## src/rtl/swc_prio_scheduler.sv

```systemverilog
// Strict-priority descriptor scheduler for the switch core.
// Eight (by default) circular descriptor FIFOs, one per priority. The
// highest-index non-empty queue feeds a two-state output register stage.
//
// Handshakes:
//   write side: wr_ack_o = wr_valid_i & ~full[prio]. The descriptor is pushed
//     on the edge where wr_ack_o is high. The writer holds its descriptor
//     until acked.
//   read side: the descriptor on rd_* is valid while rd_valid_o=1. It is
//     consumed on an edge where rd_valid_o & rd_ready_i. The outputs stay
//     stable while rd_valid_o=1 and rd_ready_i=0.
module swc_prio_scheduler #(
  parameter int g_num_prio           = 8,
  parameter int g_queue_depth        = 16,
  parameter int g_page_addr_width    = 10,
  parameter int g_max_pck_size_width = 14
) (
  input  logic                            clk_i,
  input  logic                            rst_n_i,

  input  logic                            wr_valid_i,
  input  logic [g_page_addr_width-1:0]    wr_pageaddr_i,
  input  logic [2:0]                      wr_prio_i,
  input  logic [g_max_pck_size_width-1:0] wr_pck_size_i,
  output logic                            wr_ack_o,

  output logic                            rd_valid_o,
  input  logic                            rd_ready_i,
  output logic [g_page_addr_width-1:0]    rd_pageaddr_o,
  output logic [g_max_pck_size_width-1:0] rd_pck_size_o,
  output logic [2:0]                      rd_prio_o,

  output logic [g_num_prio-1:0]           queue_empty_o,
  output logic [g_num_prio-1:0]           queue_full_o,
  output logic                            idle_o,

  // Output-stage FSM state, for checkers (0 = IDLE, 1 = VALID).
  output logic                            dbg_state_o
);

  localparam int PTR_W = $clog2(g_queue_depth);
  localparam int CNT_W = PTR_W + 1;

  localparam logic [CNT_W-1:0] DEPTH_CNT = CNT_W'(g_queue_depth);
  localparam logic [2:0]       LAST_PRIO = 3'(g_num_prio - 1);

  localparam logic [0:0] ST_IDLE  = 1'b0;
  localparam logic [0:0] ST_VALID = 1'b1;

  // ---------------------------------------------------------------------
  // Write-side decode
  // ---------------------------------------------------------------------
  logic [2:0]            wr_prio_c;
  logic                  wr_ack;
  logic [g_num_prio-1:0] empty_q;
  logic [g_num_prio-1:0] full_q;

  // Out-of-range priorities are folded onto the top queue.
  assign wr_prio_c = ({29'd0, wr_prio_i} >= 32'(g_num_prio)) ? LAST_PRIO : wr_prio_i;

  // Acceptance uses the registered full flag, so a pop on the same edge
  // cannot make room for a push into a full queue.
  assign wr_ack   = wr_valid_i && !full_q[wr_prio_c];
  assign wr_ack_o = wr_ack;

  // ---------------------------------------------------------------------
  // Winner selection and output-stage state
  // ---------------------------------------------------------------------
  logic [0:0] state_q;
  logic       win_found;
  logic [2:0] win_idx;
  logic       load;

  logic [g_page_addr_width-1:0]    head_page [g_num_prio];
  logic [g_max_pck_size_width-1:0] head_size [g_num_prio];

  // Strict priority over the registered empty flags: the highest index wins
  // because later loop iterations overwrite earlier ones.
  always_comb begin
    win_found = 1'b0;
    win_idx   = 3'd0;
    for (int q = 0; q < g_num_prio; q++) begin
      if (!empty_q[q]) begin
        win_found = 1'b1;
        win_idx   = 3'(q);
      end
    end
  end

  // A new head is loaded (and popped) when the output register is free or
  // is being emptied on this edge. Priority is only evaluated here, so a
  // presented descriptor is never pre-empted.
  assign load = win_found && ((state_q == ST_IDLE) || rd_ready_i);

  // ---------------------------------------------------------------------
  // Per-priority circular FIFOs
  // ---------------------------------------------------------------------
  for (genvar q = 0; q < g_num_prio; q++) begin : g_queue
    logic [g_page_addr_width-1:0]    page_mem [g_queue_depth];
    logic [g_max_pck_size_width-1:0] size_mem [g_queue_depth];

    logic [PTR_W-1:0] wr_ptr_q;
    logic [PTR_W-1:0] rd_ptr_q;
    logic [CNT_W-1:0] count_q;
    logic [CNT_W-1:0] count_nxt;
    logic             empty_r;
    logic             full_r;
    logic             push;
    logic             pop;

    assign push = wr_ack && (wr_prio_c == 3'(q));
    assign pop  = load && (win_idx == 3'(q));

    // Simultaneous push and pop leaves the occupancy unchanged.
    always_comb begin
      count_nxt = count_q;
      if (push && !pop) begin
        count_nxt = count_q + 1'b1;
      end else if (!push && pop) begin
        count_nxt = count_q - 1'b1;
      end
    end

    // Pointers, occupancy and registered flags; pointers wrap naturally
    // because the depth is a power of two.
    always_ff @(posedge clk_i or negedge rst_n_i) begin
      if (!rst_n_i) begin
        wr_ptr_q <= '0;
        rd_ptr_q <= '0;
        count_q  <= '0;
        empty_r  <= 1'b1;
        full_r   <= 1'b0;
      end else begin
        if (push) begin
          wr_ptr_q <= wr_ptr_q + 1'b1;
        end
        if (pop) begin
          rd_ptr_q <= rd_ptr_q + 1'b1;
        end
        count_q <= count_nxt;
        empty_r <= (count_nxt == '0);
        full_r  <= (count_nxt == DEPTH_CNT);
      end
    end

    // Descriptor storage; contents need no reset because the flags guard it.
    always_ff @(posedge clk_i) begin
      if (push) begin
        page_mem[wr_ptr_q] <= wr_pageaddr_i;
        size_mem[wr_ptr_q] <= wr_pck_size_i;
      end
    end

    assign head_page[q] = page_mem[rd_ptr_q];
    assign head_size[q] = size_mem[rd_ptr_q];
    assign empty_q[q]   = empty_r;
    assign full_q[q]    = full_r;
  end

  // ---------------------------------------------------------------------
  // Output stage
  // ---------------------------------------------------------------------
  logic [g_page_addr_width-1:0]    rd_page_q;
  logic [g_max_pck_size_width-1:0] rd_size_q;
  logic [2:0]                      rd_prio_q;

  // IDLE/VALID sequencing: go VALID on a load, drop to IDLE when the
  // presented descriptor is taken and nothing is waiting.
  always_ff @(posedge clk_i or negedge rst_n_i) begin
    if (!rst_n_i) begin
      state_q <= ST_IDLE;
    end else begin
      case (state_q)
        ST_IDLE: begin
          if (win_found) begin
            state_q <= ST_VALID;
          end
        end
        ST_VALID: begin
          if (rd_ready_i && !win_found) begin
            state_q <= ST_IDLE;
          end
        end
        default: begin
          state_q <= ST_IDLE;
        end
      endcase
    end
  end

  // Output data register: captures the winning head on a load, otherwise
  // holds (including after returning to IDLE).
  always_ff @(posedge clk_i or negedge rst_n_i) begin
    if (!rst_n_i) begin
      rd_page_q <= '0;
      rd_size_q <= '0;
      rd_prio_q <= '0;
    end else if (load) begin
      rd_page_q <= head_page[win_idx];
      rd_size_q <= head_size[win_idx];
      rd_prio_q <= win_idx;
    end
  end

  assign rd_valid_o    = (state_q == ST_VALID);
  assign rd_pageaddr_o = rd_page_q;
  assign rd_pck_size_o = rd_size_q;
  assign rd_prio_o     = rd_prio_q;

  assign queue_empty_o = empty_q;
  assign queue_full_o  = full_q;
  assign idle_o        = (&empty_q) && (state_q == ST_IDLE);
  assign dbg_state_o   = state_q;

endmodule

```

## config.mk

```make
export PLATFORM = sky130hd
export DESIGN_NAME = swc_prio_scheduler
export DESIGN_NICKNAME = d
export VERILOG_FILES = /design/src/rtl/swc_prio_scheduler.sv
export SDC_FILE = /design/constraint.sdc
export NUM_CORES = 2
export LEC_CHECK = 0
export ABC_AREA = 1
export CORE_UTILIZATION = 55
export CTS_CLUSTER_DIAMETER = 200
export DETAILED_ROUTE_END_ITERATION = 8
export PLACE_DENSITY = 0.81
export SETUP_SLACK_MARGIN = 0.02
export SKIP_LAST_GASP = 1
export SYNTH_ARGS = -nofsm -noshare
export SYNTH_HDL_FRONTEND = slang
export SYNTH_SLANG_ARGS = --single-unit
```

## constraint.sdc

```tcl
create_clock -name clk_i -period 6.8 [get_ports clk_i]
set_input_delay 2.04 -clock clk_i [delete_from_list [all_inputs] [get_ports clk_i]]
set_output_delay 2.04 -clock clk_i [all_outputs]
set_load 0.02 [all_outputs]
```

==> reports/metrics.csv <==
stage;metric;value;unit
power;Reg power frac;0.463;
grt;met3 GRT Util;0.0725;
clock_network;CTS tree;built;
placed_design;Inst Count DP;13158;
power;clock share of power;0.347;
sta;Worst Clk Skew;0.0593;ns
critical_path;CP max FO;7;
clock_network;post-cts repair resize count;0;
finish;Final Non-Filler Cells;13733;
sta;Final WS setup;0.747;ns
critical_path;Slowest cell on crit path;clkdlybuf4s50_1;
yosys;Mapped Cells;10371;
job;MaxCap Viol Count;0;
yosys;Mapped Area;0.130;mm2
yosys;synthesized flop and latch total;3220;
route;via count;87611;
sta;fin crit period;6.05;ns
yosys;Ys Warns;0;
route;detailed-route wire length;367;mm
worst_hold_path;Hold Crit Class;register to register;
power;PD cells;347;mW/mm2
grt;met2 global-route usage;0.461;
worst_hold_path;hold path depth;2;
critical_path;Reg2Reg Setup Slack;2.23;ns
clock_network;Clock transition at path regs;0.06;ns
placed_design;post-detail-place hpwl;212;mm
clock_network;postcts setup bufs;0;
clock_network;Clock Latency Late Sink;0.96;ns
floorplan;die height;487;um
finish;fillers;16261;
sta;Slew Viols, Final;0;
power;Leak Pwr;48.1;nW
placed_design;Port-buffer cells;77;
route;Wirelength per Cell;26.7;um
placed_design;area post-placement;0.134;mm2
grt;largest net degree at the start of global routing;156;
critical_path;cell repeated most along the worst path;nand2_1;
yosys;ranking of synthesized cells by area;edfxtp_1, nor2_1, o21ai_0;
power;Switching Fraction;0.307;
clock_network;total CTS buffers;324;
finish;synth-to-layout area growth;11.2;%
critical_path;CP peak stage delay;0.61;ns
finish;fin nets;10439;
grt;Tot GR Track Use;0.306;
grt;number of global-route vias before repair;84066;
critical_path;crit path DAT;4.01;ns
route;DRT Pass-1 Iters;8;
power;Worst VDD drop;0.237;mV
grt;GRT Max-Usage Layer;met2;
route;vias per cell;6.38;
yosys;Synth top area share;0.712;
clock_network;CTS root buf;clkbuf_16;
yosys;EDFF count, synth;3072;
sta;Final period util;0.890;
critical_path;FF-to-FF path depth;10;
critical_path;CP endpoint kind;output pin;
placed_design;gp weighted congestion;0.952;
floorplan;Starting Density;0.555;
sta;endpoints failing hold;0;
worst_hold_path;Min-Delay Endpoint;rd_pck_size_o[9]$_DFFE_PN0P_;
clock_network;Hold-fix buffers, CTS;0;
critical_path;critical path, cell by cell;clkdlybuf4s50_1 -> inv_2 -> nand2_1 -> inv_2 -> nand2_1 -> nand2_1 -> o21ai_1 -> o211a_1 -> clkdlybuf4s50_1;
yosys;ys flop type;edfxtp_1;
critical_path;Worst EP required;4.76;ns
power;Sw Pwr;15.3;mW
clock_network;H-tree Lvls;5;
yosys;post-synthesis cell type count;39;
finish;Design Area, Final;0.144;mm2
yosys;area leader, netlist;edfxtp_1;
placed_design;pre-CTS setup slack;0.775;ns
critical_path;Worst Setup Start Kind;primary input;
clock_network;CTS max path bufs;4;
sta;RSZ-0062 raised after global routing;no;
grt;remaining global-route overflow;0;
power;Logic pwr share;0.190;
route;initial DRC count;15101;
yosys;post-synthesis sequential area ratio;0.741;
sta;Max Freq;165;MHz
clock_network;clk sinks;3220;
floorplan;core area;0.233;mm2
floorplan;Die Footprint;0.237;mm2
yosys;syn nets;10458;
yosys;async set-reset flop share out of synthesis;0.0460;
grt;GR Util met1;0.392;
floorplan;placement row count;177;
finish;Final Util;0.617;
sta;Slew headroom;0.181;
grt;initial antenna violation count;16;
yosys;Avg Cell Area, Syn;12.5;um2
floorplan;DIE WIDTH;487;um
worst_hold_path;Hold Startpoint;rd_pck_size_o[9]$_DFFE_PN0P_;
route;DR DRC count;0;
floorplan;Ports;78;
sta;# setup viols final;0;
finish;layout cells sized above 1;0.0884;
sta;Hold WS;0.481;ns
sta;total negative slack;0;ns
critical_path;Crit Path Category;primary input to output pin;
critical_path;RR Startpoint;g_queue[7].empty_r$_DFF_PN1_;
sta;Slew @ Worst Pin;1.23;ns
power;internal power;34.7;mW
critical_path;r2r endpoint;g_queue[7].empty_r$_DFF_PN1_;
grt;global-route wire length before repair;535;mm
status;status;complete, no violations;
route;Routed Antenna Nets;0;
power;total power;50.0;mW
## cell type report
cell class / instances / area, um2 / share of cell area
flip-flops and latches: 3220 / 96000 / 0.666
multi-input cells: 6173 / 30100 / 0.209
clock buffers: 423 / 8760 / 0.0608
well taps: 3132 / 3920 / 0.0272
repair buffers: 325 / 2700 / 0.0187
clock inverters: 148 / 1380 / 0.00956
inverters: 308 / 1180 / 0.00820
diodes: 4 / 10.0 / 0.0000695
## worst max path at each step
stage | slack [ns] | endpoint | start | cells past startpoint
global placement | 0.74 | wr_ack_o | wr_prio_i[0] | 9
detailed placement | 0.78 | wr_ack_o | wr_prio_i[0] | 9
finish | 0.75 | wr_ack_o | wr_prio_i[0] | 9
global route | 0.64 | wr_ack_o | wr_prio_i[0] | 9
CTS | 0.76 | wr_ack_o | wr_prio_i[0] | 9
floorplan | 1.70 | g_queue[7].page_mem[7][0]$_DFFE_PP_ | wr_prio_i[0] | 10
## power groups by stage
| stage | Sequential [mW] | Clock [mW] | Combinational [mW] |
|---|---|---|---|
| 6_report | 23.2 | 17.3 | 9.49 |
| 5_1_grt | 23.2 | 18.1 | 10.0 |
| 4_1_cts | 23.1 | 17.3 | 9.18 |
| 3_5_place_dp | 23.5 | 0 | 9.06 |
| 3_3_place_gp | 23.5 | 0 | 8.77 |
| 2_1_floorplan | 23.0 | 0 | 5.37 |
## state kept, by name, summed over array words and instances (netlist names), 3 cells and up
name and flops:
g_queue.rd_ptr_q 32, g_queue.empty_r 8, g_queue.page_mem 1280, g_queue.count_q 40, rd_prio_o 3, rd_pageaddr_o 10, g_queue.size_mem 1792, g_queue.full_r 8
rd_pck_size_o 14, g_queue.wr_ptr_q 32
## cell families (layout without fill, tap and decap cells)
group | count (synthesis) | after routing | share of synthesized area
other | 0 | 4 | 0
XOR/XNOR | 83 | 83 | 0.00561
flip-flops | 3220 | 3220 | 0.741
buffers and inverters | 978 | 1204 | 0.0293
AO/OA/AOI/OAI | 2477 | 2477 | 0.109
adder cells (fa/ha/maj) | 56 | 56 | 0.00541
AND/OR/NAND/NOR | 3557 | 3557 | 0.110
## cell usage in the layout (no fill, tap or decap), drive strengths merged, types with 140 or more instances in the layout
cell type / count
a21oi: 172
buf: 272
clkbuf: 424
dfrtp: 140
edfxtp: 3072
inv: 303
nand2: 803
nand3: 524
nor2: 2158
o211ai: 526
o21ai: 1622
## routing by layer
layer | vias to the layer above | wire, um
li1 | 37456 | -
met1 | 42289 | 125000
met2 | 6567 | 165000
met3 | 1289 | 47500
met4 | 10 | 30000
met5 | - | 70
## critical path: cells and delay by family
kind | cells | cell delay [ns]
and+or+nand+nor | 3 | 0.21
buffers and inverters | 4 | 1.34
AOI/OAI and AO/OA | 2 | 0.43
## Yosys cell counts, types with 4 or more instances
cell type  number
buf_1          64
o211ai_1      526
nand3_1       522
nand2_2         8
a21oi_1       171
o21ai_1        10
buf_2          31
nor2_1       2149
dfrtp_1       140
ha_1           56
xnor2_1         4
buf_4          18
o221ai_1       55
inv_1         272
clkbuf_1      556
edfxtp_1     3072
o21ai_0      1611
nand4_1        52
xor2_1         79
inv_2          20
o22ai_1        97
dfstp_2         8
or2_2           6
nand2_1       794
nor3_1         10
nor2_4          6
clkinv_1       15
(Power assumes the default switching activity.)
